$ cat src/rtl/irq_ctrl.sv
// Interrupt controller: synchronised sources, edge/level and polarity per channel,
// W1C pending register, masked registered output, single-cycle-ack memory-mapped bus.
module irq_ctrl #(
  parameter int unsigned N_IRQ       = 8,
  parameter logic [31:0] BASE_ADDR   = 32'h0300_0000,
  parameter int unsigned SYNC_STAGES = 2
) (
  input  logic             clk,
  input  logic             resetn,
  input  logic [N_IRQ-1:0] irq_in,
  input  logic             mem_valid,
  input  logic [31:0]      mem_addr,
  input  logic [31:0]      mem_wdata,
  input  logic [3:0]       mem_wstrb,
  output logic             mem_ready,
  output logic [31:0]      mem_rdata,
  output logic [N_IRQ-1:0] irq_out
);

  typedef enum logic [2:0] {
    REG_PENDING  = 3'd0,
    REG_MASK     = 3'd1,
    REG_MODE     = 3'd2,
    REG_POLARITY = 3'd3,
    REG_RAW      = 3'd4
  } reg_off_e;

  // Bus capture
  logic             r_ready;
  logic [2:0]       r_off;
  logic             r_wr;
  logic [N_IRQ-1:0] r_wdata;
  logic [N_IRQ-1:0] r_bmask;

  logic             w_hit;
  logic             w_accept;
  logic [31:0]      w_lane_mask;
  logic             w_unused_bits;

  // Interrupt state
  logic [N_IRQ-1:0] r_sync [SYNC_STAGES];
  logic [N_IRQ-1:0] r_pend;
  logic [N_IRQ-1:0] r_mask;
  logic [N_IRQ-1:0] r_mode;
  logic [N_IRQ-1:0] r_pol;
  logic [N_IRQ-1:0] r_prev;
  logic [N_IRQ-1:0] r_irq;

  logic             w_commit;
  logic [N_IRQ-1:0] w_sync;
  logic [N_IRQ-1:0] w_lvl;
  logic [N_IRQ-1:0] w_rise;
  logic [N_IRQ-1:0] w_w1c;
  logic [N_IRQ-1:0] w_pend_next;
  logic [N_IRQ-1:0] w_mask_next;
  logic [N_IRQ-1:0] w_mode_next;
  logic [N_IRQ-1:0] w_pol_next;
  logic [N_IRQ-1:0] w_sel;

  assign w_hit       = mem_valid && (mem_addr[31:5] == BASE_ADDR[31:5]);
  assign w_accept    = w_hit && !r_ready;
  assign w_lane_mask = {{8{mem_wstrb[3]}}, {8{mem_wstrb[2]}},
                        {8{mem_wstrb[1]}}, {8{mem_wstrb[0]}}};
  assign w_unused_bits = &{1'b0, mem_addr[1:0], mem_wdata, w_lane_mask};

  // A request held across the ack cycle is accepted again only after ready drops.
  always_ff @(posedge clk) begin
    if (!resetn) begin
      r_ready <= 1'b0;
      r_off   <= '0;
      r_wr    <= 1'b0;
      r_wdata <= '0;
      r_bmask <= '0;
    end else begin
      r_ready <= w_accept;
      if (w_accept) begin
        r_off   <= mem_addr[4:2];
        r_wr    <= |mem_wstrb;
        r_wdata <= mem_wdata[N_IRQ-1:0];
        r_bmask <= w_lane_mask[N_IRQ-1:0];
      end
    end
  end

  assign mem_ready = r_ready;
  assign w_commit  = r_ready && r_wr;

  function automatic logic [N_IRQ-1:0] merge_lanes(input logic [N_IRQ-1:0] old_v,
                                                   input logic [N_IRQ-1:0] new_v,
                                                   input logic [N_IRQ-1:0] lanes);
    return (old_v & ~lanes) | (new_v & lanes);
  endfunction

  assign w_mask_next = (w_commit && r_off == REG_MASK)
                     ? merge_lanes(r_mask, r_wdata, r_bmask) : r_mask;
  assign w_mode_next = (w_commit && r_off == REG_MODE)
                     ? merge_lanes(r_mode, r_wdata, r_bmask) : r_mode;
  assign w_pol_next  = (w_commit && r_off == REG_POLARITY)
                     ? merge_lanes(r_pol, r_wdata, r_bmask) : r_pol;
  assign w_w1c       = (w_commit && r_off == REG_PENDING) ? (r_wdata & r_bmask) : '0;

  always_ff @(posedge clk) begin
    if (!resetn) begin
      for (int unsigned k = 0; k < SYNC_STAGES; k++) r_sync[k] <= '0;
    end else begin
      r_sync[0] <= irq_in;
      for (int unsigned k = 1; k < SYNC_STAGES; k++) r_sync[k] <= r_sync[k-1];
    end
  end

  assign w_sync = r_sync[SYNC_STAGES-1];
  assign w_lvl  = w_sync ^ r_pol;
  assign w_rise = w_lvl & ~r_prev;

  // Edge channels: a new rise beats a same-cycle W1C. Level channels track lvl.
  assign w_pend_next = (r_mode & ((r_pend & ~w_w1c) | w_rise)) | (~r_mode & w_lvl);

  always_ff @(posedge clk) begin
    if (!resetn) begin
      r_pend <= '0;
      r_mask <= '0;
      r_mode <= '0;
      r_pol  <= '0;
      r_prev <= '0;
      r_irq  <= '0;
    end else begin
      r_pend <= w_pend_next;
      r_mask <= w_mask_next;
      r_mode <= w_mode_next;
      r_pol  <= w_pol_next;
      // History uses the polarity in force next cycle, so a polarity flip is not an edge.
      r_prev <= w_sync ^ w_pol_next;
      r_irq  <= r_pend & r_mask;
    end
  end

  assign irq_out = r_irq;

  always_comb begin
    w_sel = '0;
    case (r_off)
      REG_PENDING:  w_sel = r_pend;
      REG_MASK:     w_sel = r_mask;
      REG_MODE:     w_sel = r_mode;
      REG_POLARITY: w_sel = r_pol;
      REG_RAW:      w_sel = w_lvl;
      default:      w_sel = '0;
    endcase
    mem_rdata = '0;
    if (r_ready) mem_rdata[N_IRQ-1:0] = w_sel;
  end

endmodule
$ cat config.mk
export PLATFORM = sky130hd
export DESIGN_NAME = irq_ctrl
export DESIGN_NICKNAME = d
export VERILOG_FILES = /design/src/rtl/irq_ctrl.sv
export SDC_FILE = /design/constraint.sdc
export NUM_CORES = 1
export LEC_CHECK = 0
export BUFFER_PORTS_ARGS = -buffer_cell sky130_fd_sc_hd__buf_2
export CORE_ASPECT_RATIO = 1.4
export CORE_MARGIN = 5
export CORE_UTILIZATION = 55
export CTS_BUF_LIST = sky130_fd_sc_hd__clkbuf_16
export DETAILED_ROUTE_END_ITERATION = 10
export GPL_TIMING_DRIVEN = 0
export PLACE_DENSITY = 0.81
export SLEW_MARGIN = 30
export SYNTH_ARGS = -nofsm -noshare
export SYNTH_HDL_FRONTEND = slang
export SYNTH_SLANG_ARGS = --single-unit
$ cat constraint.sdc
create_clock -name clk -period 3.5 [get_ports clk]
set_input_delay 0 -clock clk [delete_from_list [all_inputs] [get_ports clk]]
set_output_delay 0 -clock clk [all_outputs]
set_load 0.005 [all_outputs]
== Yosys cells after proc, flatten, opt, wreduce, memory -nomap -nowiden ==
Memory sizes are Yosys's and may differ from the RTL's.
Cells that the tools add are included.

* Memories kept: 1
* Memory bits (read-only): 0
* Flip-flop bits (word level): 62
* Memory bits (writable): 16
* Logic and storage cells: 57
* Output and inout port bits: 41
* Latch bits: 0

{| class="wikitable"
|+ Memory list
! name !! depth !! bits a word !! read ports !! clocked after memory_dff !! write ports !! RTL line !! text
|-
| r_sync || 2 || 8 || 2 || 0 || 2 || 41 || <nowiki>logic [N_IRQ-1:0] r_sync [SYNC_STAGES];</nowiki>
|}

* Equality and inequality tests: 5
* Bitwise logic cells: 22
* Reductions and logical operators: 10
* Order comparisons: 0
* Muxes and demuxes: 8
* Shifts and indexed selects: 0
* Div/mod/pow operators: 0
* Multipliers: 0
* $add $sub $neg: 0

{| class="wikitable"
|+ Operators with widths
! operator !! number
|-
| AND 8 bit || 9
|-
| two-way mux 8 bit || 5
|-
| OR 8 bit || 5
|-
| case mux 8 bit (5 select lines) || 1
|-
| NOT 8 bit || 4
|-
| equality test 27 x 21 -> 1 bit, second input constant || 1
|-
| bitwise XOR 8 bit || 2
|-
| logical AND 1 bit || 7
|-
| equality test 3 x 2 -> 1 bit, second input constant || 2
|-
| OR reduction 4 bit || 1
|-
| equality test 3 x 1 -> 1 bit, second input constant || 1
|-
| equality test 3 bit, second input constant || 1
|-
| zero test 3 bit || 1
|-
| two-way mux 1 bit || 2
|-
| OR 1 bit || 2
|-
| zero test 1 bit || 1
|}

== Longest topological paths before layout ==
* Depth in word-level cells: 8
* Gate-level depth with buffers: 6

== Worst setup path before layout ==
No wires, ideal clock.

* Path type: register to register
* From: register r_ready, in the netlist mem_ready
* To: register r_off[0]
* Path slack: 1.990 ns
* Data arrival time: 1.438 ns
* Cell stages (with the launch flop): 7
* Path through: dfxtp_1 > buf_6 > nor4_2 > nand4_1 > nor2_4 > buf_6 > mux2i_1

* Longest elaborated chain between the ends: 2

{| class="wikitable"
|+ Ends and longest elaborated chain
! element !! RTL line !! text
|-
| from (decl) || 29 || <nowiki>logic r_ready;</nowiki>
|-
| from (signal assigned) || 75 || <nowiki>r_ready <= w_accept;</nowiki>
|-
| zero test 1 bit || 61 || <nowiki>assign w_accept = w_hit && !r_ready;</nowiki>
|-
| logical AND 1 bit || 61 ||
|-
| to (signal assigned) || 77 || <nowiki>r_off <= mem_addr[4:2];</nowiki>
|-
| to (decl) || 30 || <nowiki>logic [2:0] r_off;</nowiki>
|}

No other way between the ends.
A chain may end at the register's enable or synchronous reset.

== Worst setup path in the final report ==
* From: register r_off[0]
* To: output mem_rdata[3]

* Longest elaborated chain between the ends: 3

{| class="wikitable"
|+ Ends and longest elaborated chain
! element !! RTL line !! text
|-
| equality test 3 bit, or another cell as far along || 141 || <nowiki>case (r_off)</nowiki>
|-
| case mux 8 bit (5 select lines) (*) || 141 ||
|-
| two-way mux 8 bit (*) || 150 || <nowiki>if (r_ready) mem_rdata[N_IRQ-1:0] = w_sel;</nowiki>
|-
| to (decl) || 16 || <nowiki>output logic [31:0] mem_rdata,</nowiki>
|}

Every way passes the cells marked *; elsewhere a longest branch is shown, timed or not.

==> results by group <==
STA
  • Achievable Freq: 0.468 GHz
  • Setup_tns: 0 ns
  • RSZ-0062 raised after global routing: false
  • Clock Skew: about 0.0042 ns
  • Max Slew Vio Count: 0
  • Worst hold margin: about 0.11 ns
  • Tmin final: between 2 and 2.5 ns
  • Worst slew margin: 0.529
  • # setup viols final: 0
  • Period utilisation layout: 0.610
  • Final Hold Fails: 0
  • Slew @ Worst Pin: approximately 0.70 ns

Synthesis
  • Area contributors post-synth: dfxtp_1 42%, mux2i_1 8.0%, nor2b_1 5.5%
  • Top FF cell, synth: dfxtp_1
  • Mapped cell area: ~3700 µm²
  • Yosys cell types: 41
  • Seq/Total Area, Yosys: 0.418
  • Post-synth ARST share: 0
  • Register bit total from synthesis: between 70 and 80
  • Biggest area consumer among synthesized cells: dfxtp_1
  • EDFF count, synth: 0
  • Post-synthesis average cell area: roughly 9.6 µm²
  • Yosys warns: 0
  • Mapped Cells: about 400
  • Synth top area share: 0.418

Place
  • Post-DP HPWL: a little under 7000 µm
  • Placed cells: roughly 570
  • IO Port Bufs: 68
  • Routability Congestion: roughly 0.84

Die
  • Die H: roughly 110 µm
  • Top-Level Pins: 120
  • Row cnt: 35
  • DIE AREA: 8560 µm²
  • Starting density of the core: 0.564
  • Die Span X: 79.6 µm
  • Core area: approximately 6600 µm²

GRT
  • Total global-route track usage: 0.247
  • First-pass GRT wire length: between 15000 and 20000 µm
  • Vias in the first global route: approximately 3300
  • Antenna violations before repair: 0
  • Overflow after GRT: 0
  • Largest net degree at the start of global routing: 13

Drt
  • Final ANT Viol Nets: 0
  • WL final: 10400 µm
  • Vias per Instance: roughly 5.5
  • Drt first pass iters: 6
  • Vias: ~3300
  • Iter 0 DRT Violations: about 240
  • Wire per inst: between 15 and 20 µm
  • DRC violations left: 0

Worst setup path
  • Worst setup EP type: primary output
  • Crit start category: flop
  • Worst Path Max Fanout: 10
  • Critical-path cell list: buf_4 -> mux4_2 -> inv_1 -> o22ai_1 -> and2_1 -> buf_2
  • Worst Path Arrival: approximately 2.1 ns
  • Req. time, crit path: approximately 3.5 ns
  • Crit Path Category: flop to primary output
  • Slowest CP cell: dfxtp_1
  • Largest stage delay, worst path: between 0.5 and 0.6 ns

Pwr
  • Clock Power Share: 0.494
  • NetSw: approximately 400 µW
  • Combinational power share: 0.067
  • Leak Pwr: between 2 and 2.5 nW
  • P per Cell Area: roughly 430 nW/µm²
  • Net Sw Frac: 0.197
  • Internal: approximately 1.7 mW
  • Worst vdd ir: approximately 0.00035 V
  • Flop pwr share: 0.438

CTS
  • Clock-pin transition on the worst setup and hold timing paths: 0.06 ns
  • H-tree depth: 3
  • Clock Latency Late Sink: approximately 0.34 ns
  • Max Root-Sink Buffers: 2
  • Post-cts sizing count: 0
  • Total CTS buffers: 9
  • Clock sink count: around 80
  • TritonCTS clock tree: done
  • Root buffer cell: clkbuf_16

Worst hold path
  • Hold Path Class: input port to flop

Layout
  • # diodes: 0
  • Post-layout util: 0.729
  • Share of cells above drive strength 1: 0.243
  • Layout Cells excl Fill: between 600 and 700
  • Area growth syn-to-layout: 29.2%
  • Commonest non-fill, non-tap cells in the layout: 78 x dfxtp_1, 72 x buf_2, 34 x nand2_1
  • Fin nets: just under 600
  • Commonest non-fill, non-tap cell in the layout: dfxtp_1

Run status
  • Run status: complete, no violations

Flow run
  • Max-cap viol count: 0
==> cell families (layout without fill, tap and decap cells) <==
group	after synthesis	after routing	share of synthesized area
other	1	24	0.00100
XOR/XNOR	1	1	0.00235
flip-flops	78	78	0.418
AO/OA/AOI/OAI	58	58	0.102
AND/OR/NAND/NOR	159	159	0.262
multiplexers	37	37	0.126
buffers and inverters	56	161	0.0878
==> worst paths after layout <==
check,cells after the start,from,endpoint,slack [ns]
setup / recovery,6,r_off[0],mem_rdata[3],1.36
hold / removal,5,mem_addr[9],r_off[2],0.11
setup reg to reg,5,r_off[0],flop,1.64
hold reg to reg,1,r_sync[0][2],r_sync[0][10],0.43
==> cell usage after synthesis (all sizes together) (10+ instances only) <==
master,n
a21oi,15
and2,25
buf,34
clkbuf,14
dfxtp,78
mux2i,30
nand2,34
nand3,18
nand4b,16
nor2,10
nor2b,33
==> critical path: cells and delay by family, from the launching register on <==
| kind | cells | cell delay [ns] |
|---|---|---|
| buf+inv | 3 | 0.49 |
| mux | 1 | 0.52 |
| compound gates | 1 | 0.07 |
| flops | 1 | 0.52 |
| simple gates | 1 | 0.19 |
==> repair_timing <==
action	in CTS	in global routing
setup buffers	0	0
setup endpoints to repair	0	0
hold buffers	22	0
endpoints found under the hold margin	21	0
==> layer usage <==
| metal | track usage | wire [µm] | up-vias |
|---|---|---|---|
| met5 | 0 | 0 | - |
| met4 | 0.135 | 472 | 0 |
| met3 | 0.0469 | 703 | 39 |
| met2 | 0.449 | 5500 | 142 |
| met1 | 0.261 | 3770 | 1563 |
| li1 | - | - | 1584 |
==> per-stage QoR <==
stage / worst slack [ns] / total power [mW] / cell area (µm²)
after floorplan: 1.99 / 0.997 / 3820
after global placement: 1.72 / 1.04 / 4270
after detailed placement: 1.68 / 1.04 / 4270
after CTS: 1.35 / 2.08 / 4820
after global routing: 1.31 / 2.13 / 4820
final: 1.36 / 2.07 / 4820
==> cell type report <==
type / instances / area (µm²)
clock buffer: 9 / 225
clock inverter: 6 / 103
sequential: 78 / 1560
timing repair buffer: 90 / 561
inverter: 8 / 30.0
buffer: 48 / 298
fill: 489 / 1790
tap: 92 / 115
multi-input combinational: 279 / 1930
==> power groups by stage <==
| stage | sequential [mW] | combinational (mW) | clock, mW |
|---|---|---|---|
| 2_1_floorplan | 0.926 | 0.0716 | 0 |
| 3_3_place_gp | 0.927 | 0.114 | 0 |
| 3_5_place_dp | 0.928 | 0.116 | 0 |
| 4_1_cts | 0.908 | 0.136 | 1.03 |
| 5_1_grt | 0.910 | 0.153 | 1.07 |
| 6_report | 0.909 | 0.140 | 1.03 |
(Power assumes the default switching activity.)
